`src/rtl/mem_arbiter.sv`:
```
// mem_arbiter: shares one memory port between IFU and LSU, one transaction outstanding.
// Ports:
//   clk, rst                 clock, asynchronous active-high reset
//   ifu_req_*/ifu_addr       IFU read request (valid/ready handshake)
//   ifu_resp_valid/rdata     one-cycle IFU response
//   lsu_req_*/lsu_we/addr/wdata/wmask  LSU read/write request
//   lsu_resp_valid/rdata     one-cycle LSU response (rdata 0 on writes)
//   mem_req_*/mem_we/addr/wdata/wmask  registered request to memory
//   mem_resp_valid/rdata     memory response
//   busy                     high whenever not IDLE
module mem_arbiter #(
    parameter int ADDR_W = 64,
    parameter int DATA_W = 64
) (
    input  logic                clk,
    input  logic                rst,
    input  logic                ifu_req_valid,
    output logic                ifu_req_ready,
    input  logic [ADDR_W-1:0]   ifu_addr,
    output logic                ifu_resp_valid,
    output logic [DATA_W-1:0]   ifu_rdata,
    input  logic                lsu_req_valid,
    output logic                lsu_req_ready,
    input  logic                lsu_we,
    input  logic [ADDR_W-1:0]   lsu_addr,
    input  logic [DATA_W-1:0]   lsu_wdata,
    input  logic [DATA_W/8-1:0] lsu_wmask,
    output logic                lsu_resp_valid,
    output logic [DATA_W-1:0]   lsu_rdata,
    output logic                mem_req_valid,
    input  logic                mem_req_ready,
    output logic                mem_we,
    output logic [ADDR_W-1:0]   mem_addr,
    output logic [DATA_W-1:0]   mem_wdata,
    output logic [DATA_W/8-1:0] mem_wmask,
    input  logic                mem_resp_valid,
    input  logic [DATA_W-1:0]   mem_rdata,
    output logic                busy
);
    typedef enum logic [1:0] {IDLE, REQ, RESP} state_t;
    state_t state, state_n;
    logic last_grant, owner;
    logic grant_lsu, accept, resp;
    always_comb begin
        grant_lsu      = lsu_req_valid && (!ifu_req_valid || !last_grant);
        ifu_req_ready  = !rst && state == IDLE && ifu_req_valid && !grant_lsu;
        lsu_req_ready  = !rst && state == IDLE && grant_lsu;
        accept         = ifu_req_ready || lsu_req_ready;
        resp           = state == RESP && mem_resp_valid;
        state_n        = state == IDLE ? (accept ? REQ : IDLE) :
                         state == REQ  ? (mem_req_ready ? RESP : REQ) :
                                         (mem_resp_valid ? IDLE : RESP);
        mem_req_valid  = state == REQ;
        busy           = state != IDLE;
        ifu_resp_valid = resp && !owner;
        lsu_resp_valid = resp && owner;
        ifu_rdata      = ifu_resp_valid ? mem_rdata : '0;
        lsu_rdata      = lsu_resp_valid && !mem_we ? mem_rdata : '0;
    end
    // last_grant/owner: 1 = LSU, 0 = IFU
    always_ff @(posedge clk or posedge rst) begin
        if (rst) begin
            state      <= IDLE;
            last_grant <= 1'b0;
            owner      <= 1'b0;
            mem_we     <= 1'b0;
            mem_addr   <= '0;
            mem_wdata  <= '0;
            mem_wmask  <= '0;
        end else begin
            state <= state_n;
            if (accept) begin
                owner      <= grant_lsu;
                last_grant <= grant_lsu;
                mem_we     <= grant_lsu && lsu_we;
                mem_addr   <= grant_lsu ? lsu_addr : ifu_addr;
                mem_wdata  <= grant_lsu ? lsu_wdata : '0;
                mem_wmask  <= grant_lsu ? lsu_wmask : '0;
            end
        end
    end
endmodule

```
`config.mk`:
```
export PLATFORM = sky130hd
export DESIGN_NAME = mem_arbiter
export DESIGN_NICKNAME = d
export VERILOG_FILES = /design/src/rtl/mem_arbiter.sv
export SDC_FILE = /design/constraint.sdc
export NUM_CORES = 1
export LEC_CHECK = 0
export BUFFER_PORTS_ARGS = -buffer_cell sky130_fd_sc_hd__buf_4
export CAP_MARGIN = 10
export CORE_AREA = 2 2 209 211
export CTS_BUF_LIST = sky130_fd_sc_hd__clkbuf_16
export CTS_CLUSTER_DIAMETER = 150
export CTS_CLUSTER_SIZE = 28
export DETAILED_ROUTE_END_ITERATION = 7
export DIE_AREA = 0 0 211 213
export PLACE_DENSITY = 0.44
export SYNTH_ARGS = -nofsm -noshare
export SYNTH_HDL_FRONTEND = slang
export SYNTH_SLANG_ARGS = --single-unit
export TNS_END_PERCENT = 10
```
`constraint.sdc`:
```
create_clock -name clk -period 4.5 [get_ports clk]
set_input_delay 0.45 -clock clk [delete_from_list [all_inputs] [get_ports clk]]
set_output_delay 0.45 -clock clk [all_outputs]
set_load 0.02 [all_outputs]
```
==> results.ini <==
[critical_path]
crit_path_end = lsu_req_ready
critPathRequiredTime_ns = 4.05
crit_chain = nor3_2, nand3_4, buf_4, inv_2, buf_4
start_kind = flip-flop
r2r_end = mem_wdata[14]$_DFFE_PP0P_
startpoint = state[1]$_DFF_PP0_
reg2reg_slack_ns = 1.74
crit_type = flip-flop to output port
cp-end-kind = output port
path_common_cell = buf_4
path_max_fanout = 65
cpPeakStageDelay_ns = 0.72
rr_startpoint = state[1]$_DFF_PP0_
crit_slowest_cell = inv_2
worst-r2r-cell-count = 6
worstPathArrival_ns = 2.83

[layout]
fin_area_sq_um = 11700
final_cell_mix = buf_4, dfrtp_1, and2_1
area_growth_syn_to_layout_pct = 77.3
final_layout_size_suffix_gt1_share_pct = 55.7
fin_nets = 1333
layout_commonest_cell = buf_4
stdcell_count = 1626

[sta]
fin_skew_ns = 0.00671
rsz0062_at_grt = false
setup-tns-final_ns = 0
hold_violations = 0
slew_headroom_pct = 29.2
tightest_slew_ns = 1.06
setup_viol = 0
drv_slew = 0
period_share_pct = 72.8
fmax_mhz = 305
layout_min_cycle_time_ns = 3.28
hold_ws_ns = 0.144

[clocking]
htreeDepth = 4
ctsHoldBuffers = 0
path_clk_slew_ns = 0.07
clock_latency_ns = 0.45
cts_made_buffers = 17
cts_tree = yes
post_cts_resize_count = 0
cts_root_buf = clkbuf_16
cts_setup_buffers = 0
cts_sinks = 140
clk_path_buf_depth = 2

[synth]
synthTopCellsByArea = dfrtp_1, and2_1, o221a_1, a22o_1, o21bai_1
yosys.area.top_type = dfrtp_1
synth_seq_area_share_pct = 52.9
synth-main-ff-cell = dfrtp_1
yosysWarnings = 0
synthArstFlopShare_pct = 100
synth.net_count = 819
post_synth.cell_area_avg_sq_um = 12.1
synth-edff-count = 0
syn-cell-area_sq_um = 6630
yosysTopAreaCellShare_pct = 52.9
ys_ff_latch = 140
syn-instance-count = 548
synth.distinct_cells = 27

[grt]
grt_pass1_vias = 6871
grt.total_usage_pct = 14.8
overflow = 0
grt_max_degree = 75
antenna_found_initial = 10
grt_pass1_wl_um = 47700

[power_and_ir_drop]
finalPower_uw = 7050
vdd_drop_max_uv = 335
p_leak_uw = 0.00582
p_per_area_nw_per_um2 = 600

[placed_design]
postPlaceCellArea_sq_um = 11200
dp_hpwl_um = 26700
place_inst = 1589
portBuffers = 541
place_congestion = 0.785

[floorplan]
start_util_pct = 15.5
die_x_um = 211
rows = 76
die_area_sq_um = 44900
pin_count = 542
die_y_um = 213
core-area_sq_um = 42700

[run]
max-cap-violations = 0

[run_status]
status = finished clean

[drt]
wl_um = 34800
drtIter0Drc = 401
wl_per_cell_um = 21.4
drc_errors = 0
avgViaCountPerCell = 4.11
vias = 6677
drtPass1Iterations = 4
final_antenna_net_count = 0

[worst_hold_path]
hold_class = input port to asynchronous set/reset pin

-- Yosys cell counts, types with 2 or more instances --
library cell / instances
o221a_1: 60
dfrtp_1: 140
inv_1: 4
and2_1: 128
o21bai_1: 64
buf_4: 9
clkbuf_2: 6
a22o_1: 74
buf_2: 14
nand2b_1: 2
o221a_2: 4
nand2_1: 2
nand3_1: 2
clkbuf_1: 16
buf_6: 11
-- worst min path at each step --
stage / endpoint / slack [ns] / depth (start not counted)
after global placement: mem_wdata[12]$_DFFE_PP0P_ / 0.49 / 1
after CTS: state[0]$_DFF_PP0_ / 0.16 / 2
after global routing: state[0]$_DFF_PP0_ / 0.17 / 2
final: state[0]$_DFF_PP0_ / 0.14 / 2
after detailed placement: mem_wdata[43]$_DFFE_PP0P_ / 0.48 / 1
after floorplan: last_grant$_DFFE_PP0P_ / 0.50 / 1
-- worst max-delay path, delay by kind of cell (launching register included) --
kind | cells | cell delay (ns)
AND/OR/NAND/NOR | 2 | 0.58
flip-flops | 1 | 0.44
buffers and inverters | 3 | 1.33
-- flip-flops by register name, indices dropped and copies added (netlist names) --
signal	flops
last_grant	1
mem_we	1
state	2
mem_wmask	8
mem_addr	64
mem_wdata	64
-- power breakdown --
part | internal (uW) | leakage (uW) | switching, uW | total (uW)
Clock | 777 | 0.000275 | 648 | 1420
Sequential | 1840 | 0.00169 | 366 | 2210
Combinational | 1610 | 0.00386 | 1810 | 3420
Total | 4230 | 0.00582 | 2820 | 7050
-- through the flow --
step,worst slack (ns),util (%)
final,1.22,27.5
after global routing,1.03,27.5
after CTS,1.10,27.5
after detailed placement,1.53,26.1
after global placement,1.56,26.1
after floorplan,0.297,-
-- layout make-up --
cell class                 count  area [sq um]
tap                          546           683
sequential                   140          3500
antenna                        5          12.5
multi-input combinational    346          2800
clock inverter                15           154
inverter                       5          23.8
fill                        4598         30900
timing repair buffer         552          4140
clock buffer                  17           425
-- cell families (layout without fill, tap and decap cells) --
group,count (synthesis),after routing,synth area share [%]
compound gates,205,205,28.2
other cells,0,5,0
buf+inv,62,589,5.65
flops,140,140,52.9
simple gates,141,141,13.3
-- per-layer routing --
| layer | share of wire, % | up-vias | global-route usage (%) |
|---|---|---|---|
| li1 | - | 3063 | - |
| met1 | 38 | 3255 | 16.3 |
| met2 | 53 | 310 | 26.7 |
| met3 | 6.7 | 47 | 4.22 |
| met4 | 2.7 | 2 | 5.97 |
| met5 | 0.037 | - | 0 |
Power figures use the tool's default switching activity.
